**src/rtl/interval_timer_bank_if.sv**
```systemverilog
// Control/status bundle for interval_timer_bank: shadow-register load port,
// per-channel strobes and per-channel expiry/run indicators.
interface interval_timer_bank_if #(
    parameter int WIDTH    = 33,
    parameter int CHANNELS = 4,
    parameter int CH_BITS  = (CHANNELS > 1) ? $clog2(CHANNELS) : 1
);
    logic                load;
    logic [CH_BITS-1:0]  load_ch;
    logic [WIDTH-1:0]    load_cycles;
    logic                load_periodic;
    logic [CHANNELS-1:0] start;
    logic [CHANNELS-1:0] stop;
    logic [CHANNELS-1:0] clear;
    logic [CHANNELS-1:0] flag;
    logic [CHANNELS-1:0] status;
    logic [CHANNELS-1:0] busy;

    modport master (
        output load, load_ch, load_cycles, load_periodic, start, stop, clear,
        input  flag, status, busy
    );

    modport slave (
        input  load, load_ch, load_cycles, load_periodic, start, stop, clear,
        output flag, status, busy
    );
endinterface

```
**src/rtl/interval_timer_bank.sv**
```systemverilog
// Multi-channel programmable interval timer: each channel counts to a shadowed
// terminal count in one-shot or periodic mode, pulsing flag and setting status on expiry.
module itb_channel #(
    parameter int WIDTH = 33
) (
    input  logic             clock,
    input  logic             reset,
    input  logic             load_hit,
    input  logic [WIDTH-1:0] load_cycles,
    input  logic             load_periodic,
    input  logic             start,
    input  logic             stop,
    input  logic             clear,
    output logic             flag,
    output logic             status,
    output logic             busy
);
    typedef enum logic {IDLE = 1'b0, RUN = 1'b1} state_t;

    state_t           state_q, state_d;
    logic [WIDTH-1:0] count_q, count_d;
    logic [WIDTH-1:0] shadow_n_q, shadow_n_d;
    logic [WIDTH-1:0] active_n_q, active_n_d;
    logic             shadow_mode_q, shadow_mode_d;
    logic             active_mode_q, active_mode_d;
    logic             flag_q, flag_d;
    logic             status_q, status_d;

    always_comb begin
        state_d       = state_q;
        count_d       = count_q;
        shadow_n_d    = shadow_n_q;
        shadow_mode_d = shadow_mode_q;
        active_n_d    = active_n_q;
        active_mode_d = active_mode_q;
        flag_d        = 1'b0;

        if (load_hit) begin
            shadow_n_d    = load_cycles;
            shadow_mode_d = load_periodic;
        end

        // Arm and wrap copy the pre-edge shadow, so a same-cycle load lands on the next one.
        if (stop) begin
            state_d = IDLE;
            count_d = '0;
        end else if (start) begin
            state_d       = RUN;
            count_d       = '0;
            active_n_d    = shadow_n_q;
            active_mode_d = shadow_mode_q;
        end else if (state_q == RUN) begin
            if (count_q == active_n_q) begin
                flag_d  = 1'b1;
                count_d = '0;
                if (active_mode_q) begin
                    active_n_d    = shadow_n_q;
                    active_mode_d = shadow_mode_q;
                end else begin
                    state_d = IDLE;
                end
            end else begin
                count_d = count_q + WIDTH'(1);
            end
        end

        status_d = status_q;
        if (clear)  status_d = 1'b0;
        if (flag_d) status_d = 1'b1;
    end

    always_ff @(posedge clock) begin
        if (reset) begin
            state_q       <= IDLE;
            count_q       <= '0;
            shadow_n_q    <= '0;
            shadow_mode_q <= 1'b0;
            active_n_q    <= '0;
            active_mode_q <= 1'b0;
            flag_q        <= 1'b0;
            status_q      <= 1'b0;
        end else begin
            state_q       <= state_d;
            count_q       <= count_d;
            shadow_n_q    <= shadow_n_d;
            shadow_mode_q <= shadow_mode_d;
            active_n_q    <= active_n_d;
            active_mode_q <= active_mode_d;
            flag_q        <= flag_d;
            status_q      <= status_d;
        end
    end

    assign flag   = flag_q;
    assign status = status_q;
    assign busy   = (state_q == RUN);
endmodule

module interval_timer_bank #(
    parameter int WIDTH    = 33,
    parameter int CHANNELS = 4
) (
    input logic                  clock,
    input logic                  reset,
    interval_timer_bank_if.slave bus
);
    localparam int CH_BITS = (CHANNELS > 1) ? $clog2(CHANNELS) : 1;

    logic [CHANNELS-1:0] flag_w;
    logic [CHANNELS-1:0] status_w;
    logic [CHANNELS-1:0] busy_w;

    // Only channels 0..CHANNELS-1 exist, so an out-of-range load_ch matches nothing.
    for (genvar i = 0; i < CHANNELS; i++) begin : g_ch
        itb_channel #(.WIDTH(WIDTH)) u_ch (
            .clock         (clock),
            .reset         (reset),
            .load_hit      (bus.load && (bus.load_ch == CH_BITS'(i))),
            .load_cycles   (bus.load_cycles),
            .load_periodic (bus.load_periodic),
            .start         (bus.start[i]),
            .stop          (bus.stop[i]),
            .clear         (bus.clear[i]),
            .flag          (flag_w[i]),
            .status        (status_w[i]),
            .busy          (busy_w[i])
        );
    end

    assign bus.flag   = flag_w;
    assign bus.status = status_w;
    assign bus.busy   = busy_w;
endmodule
```
**src/flat_wrapper.sv**
```systemverilog
// flat-port wrapper written by rule: the top's interface ports become plain ports
module interval_timer_bank_flat 
#(
    parameter int WIDTH    = 33,
    parameter int CHANNELS = 4
)
  (clock, reset, bus_load, bus_load_ch, bus_load_cycles, bus_load_periodic, bus_start, bus_stop, bus_clear, bus_flag, bus_status, bus_busy);
  interval_timer_bank_if #(.WIDTH(WIDTH), .CHANNELS(CHANNELS)) bus_i ();
  input logic clock;
  input logic reset;
  input wire logic [$bits(bus_i.load)-1:0] bus_load;
  input wire logic [$bits(bus_i.load_ch)-1:0] bus_load_ch;
  input wire logic [$bits(bus_i.load_cycles)-1:0] bus_load_cycles;
  input wire logic [$bits(bus_i.load_periodic)-1:0] bus_load_periodic;
  input wire logic [$bits(bus_i.start)-1:0] bus_start;
  input wire logic [$bits(bus_i.stop)-1:0] bus_stop;
  input wire logic [$bits(bus_i.clear)-1:0] bus_clear;
  output wire logic [$bits(bus_i.flag)-1:0] bus_flag;
  output wire logic [$bits(bus_i.status)-1:0] bus_status;
  output wire logic [$bits(bus_i.busy)-1:0] bus_busy;
  assign bus_i.load = bus_load;
  assign bus_i.load_ch = bus_load_ch;
  assign bus_i.load_cycles = bus_load_cycles;
  assign bus_i.load_periodic = bus_load_periodic;
  assign bus_i.start = bus_start;
  assign bus_i.stop = bus_stop;
  assign bus_i.clear = bus_clear;
  assign bus_flag = bus_i.flag;
  assign bus_status = bus_i.status;
  assign bus_busy = bus_i.busy;
  interval_timer_bank #(.WIDTH(WIDTH), .CHANNELS(CHANNELS)) u_core (.clock(clock), .reset(reset), .bus(bus_i));
endmodule
```
**config.mk**
```make
export PLATFORM = sky130hd
export DESIGN_NAME = interval_timer_bank_flat
export DESIGN_NICKNAME = d
export VERILOG_FILES = /design/src/rtl/interval_timer_bank_if.sv /design/src/rtl/interval_timer_bank.sv /design/src/flat_wrapper.sv
export SDC_FILE = /design/constraint.sdc
export NUM_CORES = 1
export LEC_CHECK = 0
export ABC_AREA = 0
export CAP_MARGIN = 5
export CORE_AREA = 2 2 215 164
export CTS_BUF_LIST = sky130_fd_sc_hd__clkbuf_4 sky130_fd_sc_hd__clkbuf_8 sky130_fd_sc_hd__clkbuf_16
export DETAILED_ROUTE_END_ITERATION = 10
export DIE_AREA = 0 0 217 166
export PLACE_DENSITY = 0.74
export SYNTH_ARGS = -nofsm -noshare
export SYNTH_HDL_FRONTEND = slang
export SYNTH_SLANG_ARGS = --single-unit
```
**constraint.sdc**
```tcl
create_clock -name clock -period 1.95 [get_ports clock]
set_input_delay 0.39 -clock clock [delete_from_list [all_inputs] [get_ports clock]]
set_output_delay 0.39 -clock clock [all_outputs]
set_load 0.02 [all_outputs]
```
==> qor.csv <==
stage,metric,value,unit
cts,cts_tree,built,
timing,worstMarginPinSlew,561,ps
yosys,synth-seq-area-share,45.0,%
floorplan,core_area,34100,µm²
place,port_buffers,62,
final_layout,drive_gt1_share,20.4,%
yosys,synth_compound_area_share,5.29,%
worst_setup_path,r2r_slack,-310,ps
global_routing,grt_pass1_vias,14600,
routing,routedWlPerCell,18.1,µm
routing,wl,50400,µm
place,hpwl,31100,µm
yosys,synth_top_family_by_area,simple AND/OR/NAND/NOR gates,
timing,max_clock_freq,0.442,GHz
cts,cts_buffers,40,
timing,relSlewSlack,62.5,%
pwr,ir_worst_vdd,0.000592,V
routing,ant_nets,0,
routing,drtIter0Drc,1259,
yosys,synth_warnings,0,
hold_path,hold_path_class,input pin to flip-flop,
worst_setup_path,r2r_end,u_core.g_ch[0].u_ch.active_n_q[9]$_SDFFE_PP0P_,
yosys,yosysTopAreaCellShare,45.0,%
yosys,async_reset_ff_share,0,%
cts,cts_max_level,2,
cts,cts_root_buf,clkbuf_16,
yosys,yosys.area.top_type,dfxtp_1,
timing,setup_viol,232,
pwr,power-per-cell-area,763,nW/µm²
routing,via_per_inst,5.42,
final_layout,final_nets,2356,
timing,layout_setup_ws,-310,ps
worst_setup_path,crit_type,flip-flop to flip-flop,
place,dp_slack,-216,ps
global_routing,antenna_found_initial,0,
worst_setup_path,reg2reg_depth,8,
place,place_congestion,0.887,
floorplan,rows,59,
cts,cts_hold_buf,0,
yosys,syn-num-nets,2163,
worst_setup_path,rr_startpoint,u_core.g_ch[0].u_ch.count_q[11]$_SDFFE_PP0P_,
global_routing,grt_pass1_wl,77200,µm
timing,rsz0062_at_grt,yes,
worst_setup_path,cp_max_fo,8,
cts,clock_sinks,416,
worst_setup_path,critPathLaunchType,flip-flop,
timing,fin_crit_sh,116,%
final_layout,antenna_cells,0,
run_status,status,"finished, violations left",
floorplan,io_pins,63,
routing,drc,0,
worst_setup_path,crit_arrival,2720,ps
yosys,ys_types,52,
final_layout,n_fill_cell,2553,
yosys,synthMostInstantiatedCell,dfxtp_1,
flow_run,cap_violations,0,
yosys,ys_top_cells_by_area,"dfxtp_1 (45%), nand2b_1 (9.1%), mux2i_1 (7.1%), xnor2_1 (6.8%), nand2_1 (6.7%)",
timing,finalClockSkew,14.7,ps
worst_setup_path,critPathCaptureType,flip-flop,
timing,hold_ws,216,ps
timing,slew_violations,0,
run_status,failed_checks,setup timing,
yosys,synth_flop_cell,dfxtp_1,
yosys,ys_seq_elements,416,
cts,cts_buffer_depth,3,
yosys,synth-edff-count,0,
yosys,yosys-top-cells-count,"dfxtp_1 (416), nand2_1 (328), nand2b_1 (270)",
pwr,p_leak,0.00893,µW
routing,drtPass1Iterations,7,
global_routing,track_usage,26.7,%
timing,period_needed,2260,ps
floorplan,dieArea,36000,µm²
yosys,synth_area_per_cell,8.78,µm²
yosys,synthMuxAreaShare,7.14,%
yosys,yosys.area_share.simple,26.3,%
cts,insertion_delay,540,ps
global_routing,grt_max_degree,121,
final_layout,seqCellArea,8420,µm²
global_routing,grt_overflow,0,
final_layout,multiInputGateArea,10200,µm²
yosys,synthXorXnorAreaFrac,11.9,%
worst_setup_path,startpoint,u_core.g_ch[0].u_ch.count_q[11]$_SDFFE_PP0P_,
floorplan,start_util,54.3,%
worst_setup_path,crit_end,u_core.g_ch[0].u_ch.active_n_q[9]$_SDFFE_PP0P_,
timing,finalHoldViolations,0,
floorplan,die_w,217,µm
yosys,synthAdderAreaFrac,0.270,%
cts,cts.clk_slew.worst_paths,60,ps
yosys,synthCells,2108,
yosys,syn_area,18500,µm²
floorplan,chipHeight,166,µm
worst_setup_path,cp.required,2410,ps
routing,routed-via-count,15100,
final_layout,area_growth,27.0,%
routing by layer:
layer	share of wire, %	wire length (µm)	vias to the layer above	GRT usage, %
met1	45	22800	7342	37.8
met3	5.8	2900	82	3.96
met5	0	0	-	0
met2	47	23700	400	42.7
met4	2.2	1120	0	7.18
li1	-	-	7285	-
area by class of cell:
class / count / area share, %
repair buffers: 282 / 12.4
flip-flops and latches: 416 / 35.8
clock buffers: 55 / 5.02
clock inverters: 16 / 0.468
multi-input cells: 1534 / 43.4
inverters: 27 / 0.431
well taps: 457 / 2.43
flip-flops by register name, summed over array words and instances, names as in the netlist:
signal,count
u_core.g_ch.u_ch.active_mode_q,4
u_core.g_ch.u_ch.active_n_q,132
u_core.g_ch.u_ch.busy,4
u_core.g_ch.u_ch.count_q,132
u_core.g_ch.u_ch.flag,4
u_core.g_ch.u_ch.shadow_mode_q,4
u_core.g_ch.u_ch.shadow_n_q,132
u_core.g_ch.u_ch.status,4
power breakdown:
part,internal [µW],switching (µW),leakage (µW)
registers,8620,88.8,0.00339
logic,702,794,0.00488
clock network,4380,3350,0.000656
kinds of logic (layout without fill, tap and decap cells):
group,after synthesis,after routing
DFF,416,416
AOI/OAI and AO/OA,177,177
and+or+nand+nor,970,970
buffers and inverters,158,380
xor gates and xnor gates,251,251
muxes,132,132
adders and majority gates,4,4
what timing repair did:
action                     CTS  global route
buffers inserted            26            14
setup endpoints to repair  234           273
gates cloned                17             4
resized for setup          142           123
pin swaps                   55            61
placed cells by master, fill, tap and decap left out, types with 9 or more instances in the layout:
cell type / count
dfxtp_1: 361
nand2_1: 325
nand2b_1: 270
buf_4: 166
a21oi_1: 143
mux2i_1: 130
xnor2_1: 118
nor2_1: 116
xor2_1: 106
clkdlybuf4s50_1: 57
nand4_1: 53
nand3_1: 47
dfxtp_2: 45
clkbuf_16: 44
nor2_4: 34
buf_12: 30
inv_1: 27
xnor2_2: 24
and3_1: 23
nor3_1: 14
nor2_2: 14
clkinv_2: 13
buf_6: 12
nor4_1: 11
dfxtp_4: 10
buf_16: 9
worst min path at each step:
stage	from	slack, ps	cells after the start	end
4_1_cts	reset	190	2	u_core.g_ch[3].u_ch.shadow_n_q[22]$_SDFFE_PP0P_
2_1_floorplan	u_core.g_ch[1].u_ch.status$_SDFFE_PP0P_	430	2	u_core.g_ch[1].u_ch.status$_SDFFE_PP0P_
6_report	reset	220	2	u_core.g_ch[1].u_ch.shadow_n_q[8]$_SDFFE_PP0P_
5_1_grt	reset	210	2	u_core.g_ch[1].u_ch.shadow_n_q[19]$_SDFFE_PP0P_
3_3_place_gp	u_core.g_ch[3].u_ch.status$_SDFFE_PP0P_	430	1	u_core.g_ch[3].u_ch.status$_SDFFE_PP0P_
3_5_place_dp	u_core.g_ch[2].u_ch.status$_SDFFE_PP0P_	440	2	u_core.g_ch[2].u_ch.status$_SDFFE_PP0P_
worst max-delay path: stages (launching register included):
cell and delay, ps:
dfxtp_4 350, xnor2_2 180, nand4_1 220, nor4_4 390, nand4_1 190, o31a_4 360, buf_12 150, buf_16 140
mux2i_1 180
stage by stage:
| step | cell area [µm²] | TNS, ps | power, µW | util [%] | cells |
|---|---|---|---|---|---|
| after floorplan | 18500 | -589 | 9620 | - | 2108 |
| after global placement | 20600 | -14340 | 10000 | 60.5 | 2669 |
| after detailed placement | 20600 | -22670 | 10100 | 60.5 | 2669 |
| after CTS | 23100 | -23760 | 17900 | 67.8 | 2783 |
| after global routing | 23500 | -50410 | 18500 | 68.9 | 2787 |
| final | 23500 | -34870 | 17900 | 68.9 | 2787 |
No activity file was read; power rests on OpenSTA's default activity.
